**config.mk**
```make
export PLATFORM = sky130hd
export DESIGN_NAME = instr_fetch_queue
export DESIGN_NICKNAME = d
export VERILOG_FILES = /design/src/rtl/instr_fetch_queue.sv
export SDC_FILE = /design/constraint.sdc
export NUM_CORES = 1
export LEC_CHECK = 0
export ABC_AREA = 1
export CORE_UTILIZATION = 42
export DETAILED_ROUTE_END_ITERATION = 10
export PLACE_DENSITY = 0.73
export RECOVER_POWER = 25
export SETUP_SLACK_MARGIN = 0.05
export SLEW_MARGIN = 0
export SYNTH_ARGS = -nofsm -noshare
export SYNTH_HDL_FRONTEND = slang
export SYNTH_SLANG_ARGS = --single-unit
export TNS_END_PERCENT = 30
```
**constraint.sdc**
```tcl
create_clock -name clk -period 5.4 [get_ports clk]
set_input_delay 1.35 -clock clk [delete_from_list [all_inputs] [get_ports clk]]
set_output_delay 1.35 -clock clk [all_outputs]
set_load 0.005 [all_outputs]
```
**src/rtl/instr_fetch_queue.sv**
```systemverilog
// Instruction fetch queue: issues sequential fetches to instruction memory,
// tracks granted-but-unanswered requests, buffers responses with their PCs
// and hands them to decode in order. A redirect flushes the buffer, moves the
// fetch PC and arranges for the responses still in flight to be dropped.
//
// Handshakes (all sampled on the rising edge of clk):
//   imem request : a transfer happens when imem_req_o && imem_gnt_i; while
//                  imem_req_o is high and ungranted the address is held, and
//                  the request is withdrawn only in a redirect cycle.
//   imem response: imem_rvalid_i qualifies imem_rdata_i, one per granted
//                  request, in grant order, never in the grant cycle itself.
//   decode       : a word moves when id_valid_o && id_ready_i; id_valid_o
//                  does not depend on id_ready_i.
module instr_fetch_queue #(
  parameter int                    DATA_WIDTH = 32,
  parameter logic [DATA_WIDTH-1:0] RESET_PC   = 32'h0000_0000,
  parameter int                    DEPTH      = 2
) (
  input  logic                  clk,
  input  logic                  rst_n,
  input  logic                  redirect_valid_i,
  input  logic [DATA_WIDTH-1:0] redirect_pc_i,
  output logic                  imem_req_o,
  output logic [DATA_WIDTH-1:0] imem_addr_o,
  input  logic                  imem_gnt_i,
  input  logic                  imem_rvalid_i,
  input  logic [DATA_WIDTH-1:0] imem_rdata_i,
  output logic                  id_valid_o,
  output logic [DATA_WIDTH-1:0] id_instr_o,
  output logic [DATA_WIDTH-1:0] id_pc_o,
  input  logic                  id_ready_i
);

  localparam int PTR_W = $clog2(DEPTH);
  localparam int CNT_W = PTR_W + 1;
  localparam logic [DATA_WIDTH-1:0] NOP = DATA_WIDTH'(32'h0000_0013);

  // Fetch address, always word aligned.
  logic [DATA_WIDTH-1:0] fetch_pc;

  // Requests granted but not yet answered, and how many of those are stale.
  logic [CNT_W-1:0] out_cnt;
  logic [CNT_W-1:0] disc_cnt;
  logic [CNT_W-1:0] out_next;

  // PCs of granted requests, consumed in order as responses return.
  logic [DATA_WIDTH-1:0] req_pc [DEPTH];
  logic [PTR_W-1:0]      pc_wr;
  logic [PTR_W-1:0]      pc_rd;

  // Instruction buffer presented to decode.
  logic [DATA_WIDTH-1:0] buf_instr [DEPTH];
  logic [DATA_WIDTH-1:0] buf_pc    [DEPTH];
  logic [PTR_W-1:0]      buf_wr;
  logic [PTR_W-1:0]      buf_rd;
  logic [CNT_W-1:0]      buf_cnt;

  logic [CNT_W:0] in_flight;
  logic           grant;
  logic           resp;
  logic           drop;
  logic           push;
  logic           pop;

  // Credit rule: buffered words plus outstanding requests never exceed DEPTH,
  // so every response always has a free buffer slot waiting for it.
  assign in_flight   = {1'b0, buf_cnt} + {1'b0, out_cnt};
  assign imem_req_o  = rst_n && !redirect_valid_i && (in_flight < (CNT_W+1)'(DEPTH));
  assign imem_addr_o = {fetch_pc[DATA_WIDTH-1:2], 2'b00};

  assign grant = imem_req_o && imem_gnt_i;
  // A response with nothing outstanding is ignored.
  assign resp  = imem_rvalid_i && (out_cnt != '0);
  assign drop  = resp && (disc_cnt != '0);
  // A redirect flushes the buffer, so a same-cycle response is lost with it.
  assign push  = resp && !drop && !redirect_valid_i;
  assign pop   = id_valid_o && id_ready_i && !redirect_valid_i;

  assign out_next = out_cnt + CNT_W'(grant) - CNT_W'(resp);

  assign id_valid_o = rst_n && (buf_cnt != '0);
  assign id_instr_o = id_valid_o ? buf_instr[buf_rd] : NOP;
  assign id_pc_o    = id_valid_o ? buf_pc[buf_rd]    : '0;

  // Fetch PC: reset vector, redirect target, or +4 per grant (wraps to 0).
  always_ff @(posedge clk) begin
    if (!rst_n) begin
      fetch_pc <= {RESET_PC[DATA_WIDTH-1:2], 2'b00};
    end else if (redirect_valid_i) begin
      fetch_pc <= {redirect_pc_i[DATA_WIDTH-1:2], 2'b00};
    end else if (grant) begin
      fetch_pc <= fetch_pc + DATA_WIDTH'(4);
    end
  end

  // Outstanding and discard counters; a redirect marks everything still in
  // flight (including this cycle's grant, minus this cycle's response) stale.
  always_ff @(posedge clk) begin
    if (!rst_n) begin
      out_cnt  <= '0;
      disc_cnt <= '0;
    end else begin
      out_cnt <= out_next;
      if (redirect_valid_i) begin
        disc_cnt <= out_next;
      end else if (drop) begin
        disc_cnt <= disc_cnt - CNT_W'(1);
      end
    end
  end

  // Request-PC FIFO pointers: written at grant, read at every response,
  // stale or not, so PCs stay aligned with the response stream.
  always_ff @(posedge clk) begin
    if (!rst_n) begin
      pc_wr <= '0;
      pc_rd <= '0;
    end else begin
      if (grant) pc_wr <= pc_wr + PTR_W'(1);
      if (resp)  pc_rd <= pc_rd + PTR_W'(1);
    end
  end

  // Request-PC FIFO storage.
  always_ff @(posedge clk) begin
    if (grant) req_pc[pc_wr] <= imem_addr_o;
  end

  // Instruction buffer pointers and occupancy; a redirect empties it.
  always_ff @(posedge clk) begin
    if (!rst_n || redirect_valid_i) begin
      buf_wr  <= '0;
      buf_rd  <= '0;
      buf_cnt <= '0;
    end else begin
      if (push) buf_wr <= buf_wr + PTR_W'(1);
      if (pop)  buf_rd <= buf_rd + PTR_W'(1);
      case ({push, pop})
        2'b10:   buf_cnt <= buf_cnt + CNT_W'(1);
        2'b01:   buf_cnt <= buf_cnt - CNT_W'(1);
        default: buf_cnt <= buf_cnt;
      endcase
    end
  end

  // Instruction buffer storage: the word plus the PC it was fetched from.
  always_ff @(posedge clk) begin
    if (push) begin
      buf_instr[buf_wr] <= imem_rdata_i;
      buf_pc[buf_wr]    <= req_pc[pc_rd];
    end
  end

  // Simulation guard against responses that were never requested.
  always_ff @(posedge clk) begin
    if (rst_n) begin
      assert (!(imem_rvalid_i && (out_cnt == '0)))
        else $error("instr_fetch_queue: imem_rvalid_i with no outstanding request");
    end
  end

endmodule
```
==> results of run 1 <==
[through the flow]
stage | util | total power [uW] | hold slack, ns | instances | area, um2
after floorplan | - | 2360 | 0.425 | 847 | 9860
after global placement | 0.518 | 2540 | 0.434 | 1299 | 11800
after detailed placement | 0.518 | 2550 | 0.449 | 1299 | 11800
after CTS | 0.550 | 4060 | 0.471 | 1340 | 12600
after global routing | 0.549 | 4170 | 0.488 | 1340 | 12600
final | 0.549 | 4010 | 0.482 | 1340 | 12600
[worst paths after layout]
kind / startpoint / slack, ns / end
setup / recovery: rst_n / 0.99 / id_instr_o[11]
hold / removal: pc_rd$_SDFFE_PN0P_ / 0.48 / register
setup reg to reg: buf_cnt[0]$_SDFFE_PP0P_ / 2.58 / disc_cnt[1]$_SDFFE_PN0P_
hold reg to reg: pc_rd$_SDFFE_PN0P_ / 0.48 / register
[final cells by class]
type	count	area (um2)	share of cell area
Clock buffer	28	614	0.0489
Clock inverter	13	104	0.00827
Sequential cell	226	6370	0.508
Multi-Input combinational cell	465	2870	0.229
Timing Repair Buffer	171	1730	0.138
Tap cell	313	392	0.0312
Inverter	124	467	0.0372
[critical path: stages]
cell and delay, ns:
clkdlybuf4s50_1 0.49, inv_2 0.06, nor2_4 0.14, buf_12 0.28
nand2_1 0.11, inv_1 0.07, clkdlybuf4s50_1 0.50
[kinds of logic (layout without fill, tap and decap cells)]
logic type / count (synthesis) / count (layout) / share of synthesized area
XOR/XNOR: 11 / 11 / 0.00978
adder cells (fa/ha/maj): 6 / 6 / 0.00839
AND/OR/NAND/NOR: 285 / 285 / 0.128
flip-flops: 226 / 226 / 0.647
buffers and inverters: 156 / 336 / 0.0656
multiplexers: 89 / 89 / 0.102
AO/OA/AOI/OAI: 70 / 70 / 0.0399
other: 1 / 4 / 0.000381
[state kept, by name, summed over array words and instances (netlist names), 2 cells and up, named ones only]
signal     flops
req_pc        60
disc_cnt       2
buf_cnt        2
buf_instr     64
buf_pc        60
out_cnt        2
fetch_pc      30
[per-layer routing]
metal	wire length, um	vias to the layer above	GRT usage
met5	0	-	0
met4	454	0	0.0528
met3	1270	36	0.0382
met2	10100	171	0.307
met1	8790	3057	0.211
li1	-	3176	-
[report_power, final]
group / switching [uW] / internal, uW
Sequential: 51.1 / 2010
Combinational: 231 / 213
Clock: 647 / 860
Total: 929 / 3080
[cells in the mapped netlist, types with 2 or more instances]
cell type,number
xnor2_1,3
nand2_1,177
nor2_2,10
ha_1,5
nand2_2,5
nor2_1,37
nand4_1,5
o211ai_1,3
buf_6,2
buf_4,7
clkinv_1,2
inv_1,118
nor2_4,5
xor2_1,8
o21bai_1,2
a21oi_1,25
inv_2,3
edfxtp_1,184
o221ai_1,2
nand3_1,31
clkbuf_1,9
o21ai_0,24
o21ai_1,3
or2_2,2
mux2_2,89
buf_2,14
nor3_1,7
a31oi_1,6
dfxtp_1,42
[placed cells by master, fill, tap and decap left out, drive strengths merged, types with 7 or more instances in the layout]
master | synthesis | layout
clkinv | 3 | 11
nand2 | 183 | 183
nand3 | 32 | 32
edfxtp | 184 | 184
xor2 | 8 | 8
o21ai | 27 | 27
clkdlybuf4s50 | 0 | 158
a21oi | 26 | 26
clkbuf | 9 | 29
mux2 | 89 | 89
nor3 | 7 | 7
buf | 23 | 9
inv | 121 | 122
nor2 | 53 | 53
dfxtp | 42 | 42
==> results.json, run 1 <==
{
  "hold_path_depth": 1,
  "cts_buffers": 23,
  "power.leakage_uw": 0.00477,
  "syn_avg_cell_area_um2": 11.7,
  "drt_pre_antenna_iters": 4,
  "die_x_um": 155,
  "finalCritPeriodShare": 0.816,
  "final.min_clock_period_ns": 4.41,
  "postLayoutSetupSlackWorst_ns": 0.993,
  "fin_skew_ns": 0.00939,
  "ys_seq_area_frac": 0.647,
  "cts_root_buffer": "clkbuf_16",
  "yosys.area.top_type": "edfxtp_1",
  "setup_viol": 0,
  "postCtsSetupRepairBufs": 0,
  "min_path_type": "reg -> reg",
  "start_util": 0.431,
  "synthCells": 844,
  "tightest_slew_ns": 1.87,
  "nets": 1087,
  "grtUsageTotal": 0.173,
  "path_max_fanout": 63,
  "synthesis.area_um2": 9850,
  "num_vias": 6440,
  "antenna_left": 0,
  "violations": "max-capacitance violations, max-slew violations",
  "cts_tree": "yes",
  "ys.flop_type": "edfxtp_1",
  "die_y_um": 155,
  "powerDensity_nw_per_um2": 319,
  "finalHoldViolCount": 0,
  "h-tree-depth": 1,
  "die-area_um2": 24100,
  "core.rowCount": 55,
  "synth_cell_types": 43,
  "finalSetupTns_ns": 0,
  "antenna_found_initial": 0,
  "synth-edff-count": 184,
  "synthArstFlopShare": 0,
  "grt_overflow_total": 0,
  "grt_pass1_wl_mm": 32.4,
  "rsz0062_at_grt": "false",
  "ys_ff_latch": 226,
  "drive_above_1_share": 0.149,
  "wl_per_cell_um": 15.4,
  "grt_pass1_vias": 6241,
  "routed_wl_mm": 20.7,
  "drc": 0,
  "cp-start-kind": "primary input",
  "vdd_drop_max_v": 0.000166,
  "diodes": 0,
  "clk_latency_ns": 0.51,
  "clk_path_buf_depth": 3,
  "cts_hold_buf": 0,
  "synth.area.top_cells": "edfxtp_1 56%, mux2_2 10%, dfxtp_1 8.5%, nand2_1 6.7%, inv_1 4.5%",
  "yosys_warnings": 0,
  "coreArea_um2": 22800,
  "cp.arrival_ns": 3.06,
  "syn2layout_area_growth_pct": 27.5,
  "r2r_cells": 14,
  "fmax_mhz": 227,
  "cts.clk_slew.worst_paths_ns": 0.06,
  "dp_slack_ns": 0.994,
  "cts.sinks": 226,
  "grt_max_degree": 66,
  "cts_resized": 0,
  "cp-end-kind": "primary output",
  "gp_congestion": 0.853,
  "required_ns": 4.05,
  "slew_violations": 31,
  "synth_top_area_frac": 0.561,
  "fill_cells": 1953,
  "hpwl_mm": 13.2,
  "routed_via_density": 4.81,
  "pin_count": 168,
  "first_iter_violations": 345,
  "path_class": "in -> out",
  "cap_violations": 1,
  "outcome": "complete, but fails checks",
  "relSlewSlack": -0.248,
  "port-buffer-count": 161
}
Power figures use the tool's default switching activity.
==> inputs of run 2 (changes only) <==
Settings changed: PLACE_DENSITY 0.73 to 0.75.
Clock period 5.4 ns to 3.9 ns, I/O delays scaled along.
==> run 2 against run 1 <==
Against the previous run: the run still ends with max-capacitance violations, max-slew violations left; clock skew hardly changed; final area up 0.94%; sequential power increased by 38%; non-clock buffer count up 3; largest power group unchanged.
==> results.json, run 2 (synthesis gave the netlist of run 1 again) <==
{
  "grt_util_met3": 0.0298,
  "cts.sinks": 226,
  "slowest_delay_ns": 0.53,
  "grt_overflow_total": 0,
  "postCtsSetupRepairBufs": 0,
  "final.min_clock_period_ns": 3.70,
  "routed_wl_mm": 21.7,
  "start_util": 0.431,
  "pin_count": 168,
  "tightest_slew_ns": 1.94,
  "largest_register_ffs": 64,
  "grt_use_met1": 0.224,
  "cp-start-kind": "primary input",
  "core.rowCount": 55,
  "path_buf_inv": 5,
  "diodes": 0,
  "startpoint": "rst_n",
  "hpwl_mm": 13.8,
  "fin_skew_ns": 0.00968,
  "grtUsageTotal": 0.184,
  "drt_pre_antenna_iters": 5,
  "grt_pass1_wl_mm": 34.2,
  "nets": 1092,
  "first_iter_violations": 415,
  "cts_buffers": 25,
  "h-tree-depth": 1,
  "min_from": "pc_rd$_SDFFE_PN0P_",
  "antenna_found_initial": 0,
  "stdcell_count": 1347,
  "cts_hold_buf": 0,
  "final_common_cell": "edfxtp_1",
  "finalHoldViolCount": 0,
  "path_class": "in -> out",
  "grt_max_degree": 64,
  "crit_path_frequent_cell": "clkdlybuf4s50_1",
  "setup_viol": 0,
  "top_usage_layer": "met2",
  "cp_cell_sequence": "clkdlybuf4s50_1 -> inv_2 -> nor2_4 -> buf_12 -> nand2_1 -> inv_1 -> clkdlybuf4s50_1",
  "path_max_fanout": 63,
  "cp.arrival_ns": 2.72,
  "cts_root_buffer": "clkbuf_16",
  "num_vias": 6551,
  "drc": 0,
  "clk_latency_ns": 0.51,
  "slew_violations": 31,
  "cts_resized": 0,
  "cap_violations": 1,
  "clk_path_buf_depth": 3,
  "rsz0062_at_grt": "false",
  "cts.clk_slew.worst_paths_ns": 0.05,
  "grtUsageMet2": 0.332,
  "required_ns": 2.92,
  "die_x_um": 155,
  "coreArea_um2": 22800,
  "gp_congestion": 0.890,
  "reg_top3": "buf_instr x64, buf_pc x60, req_pc x60",
  "cp-end-kind": "primary output",
  "finalCritPeriodShare": 0.948,
  "largest-register": "buf_instr",
  "power.leakage_uw": 0.00483,
  "routed_via_density": 4.86,
  "port-buffer-count": 161,
  "die_y_um": 155,
  "cts_tree": "yes",
  "whs_ns": 0.464,
  "outcome": "complete, but fails checks",
  "layout_common_cells": "184 x edfxtp_1, 177 x nand2_1, 129 x clkdlybuf4s50_1, 118 x inv_1, 89 x mux2_2",
  "grt_pass1_vias": 6509,
  "antenna_left": 0,
  "fill_cells": 1935,
  "powerDensity_nw_per_um2": 458,
  "min_path_type": "reg -> reg",
  "violations": "max-capacitance violations, max-slew violations",
  "syn2layout_area_growth_pct": 28.7,
  "drive_above_1_share": 0.165,
  "die-area_um2": 24100,
  "relSlewSlack": -0.294,
  "fmax_mhz": 270,
  "crit_slowest_cell": "clkdlybuf4s50_1",
  "vdd_drop_max_v": 0.000260,
  "dp_cells": 1302,
  "path_delay_family": "buffers and inverters",
  "wl_per_cell_um": 16.1,
  "r2r_start": "buf_cnt[0]$_SDFFE_PP0P_"
}
==> run 2: path summary, 6_finish.rpt <==
| kind | end | slack, ns | cells past startpoint |
|---|---|---|---|
| worst min-delay path | pc_rd$_SDFFE_PN0P_ | 0.46 | 1 |
| worst min register to register | pc_rd$_SDFFE_PN0P_ | 0.46 | 1 |
| worst max-delay path | id_pc_o[19] | 0.20 | 7 |
| worst max register to register | disc_cnt[1]$_SDFFE_PN0P_ | 1.25 | 14 |
==> run 2: routing by layer <==
layer | vias up | routed length, um
li1 | 3187 | -
met1 | 3115 | 8860
met2 | 212 | 11000
met5 | - | 0
met4 | 0 | 403
met3 | 37 | 1420
==> run 2: power breakdown <==
group | total, uW | switching (uW) | internal (uW)
Sequential | 2850 | 71.5 | 2780
Combinational | 630 | 328 | 302
Clock | 2320 | 885 | 1430
==> run 2: cell type report <==
| class | instances | area [um2] | area share |
|---|---|---|---|
| inverter | 124 | 467 | 0.0368 |
| sequential | 226 | 6370 | 0.503 |
| tap | 313 | 392 | 0.0309 |
| clock inverter | 15 | 169 | 0.0133 |
| multi-input combinational | 465 | 2870 | 0.227 |
| clock buffer | 30 | 644 | 0.0509 |
| timing repair buffer | 174 | 1760 | 0.139 |
==> run 2: per-stage QoR <==
step | area, um2 | setup slack (ns) | util | total power [uW] | setup TNS (ns)
detailed placement | 11900 | 0.184 | 0.519 | 3540 | 0
global route | 12700 | 0.0742 | 0.554 | 6020 | 0
CTS | 12700 | 0.183 | 0.555 | 5860 | 0
global placement | 11900 | 0.203 | 0.519 | 3510 | 0
floorplan | 9860 | -0.637 | - | 3270 | -79.03
finish | 12700 | 0.203 | 0.554 | 5800 | 0
==> run 2: worst reg2reg max path, stage by stage, from the launching register on <==
cell and delay, ns:
dfxtp_1 0.40, nand2_1 0.07, inv_1 0.07, fa_1 0.42, nor2_1 0.29, nand3_4 0.11, ha_1 0.29, inv_1 0.04
ha_1 0.18, xor2_1 0.15, xor2_1 0.17, nand2_1 0.07, o21ai_0 0.08, o21ai_0 0.16, inv_1 0.06
==> inputs of run 3 (changes only) <==
Settings changed: CAP_MARGIN from default to 30.
==> results of run 3 <==
No change in the layout: final DEF, timing and power equal those of run 2.
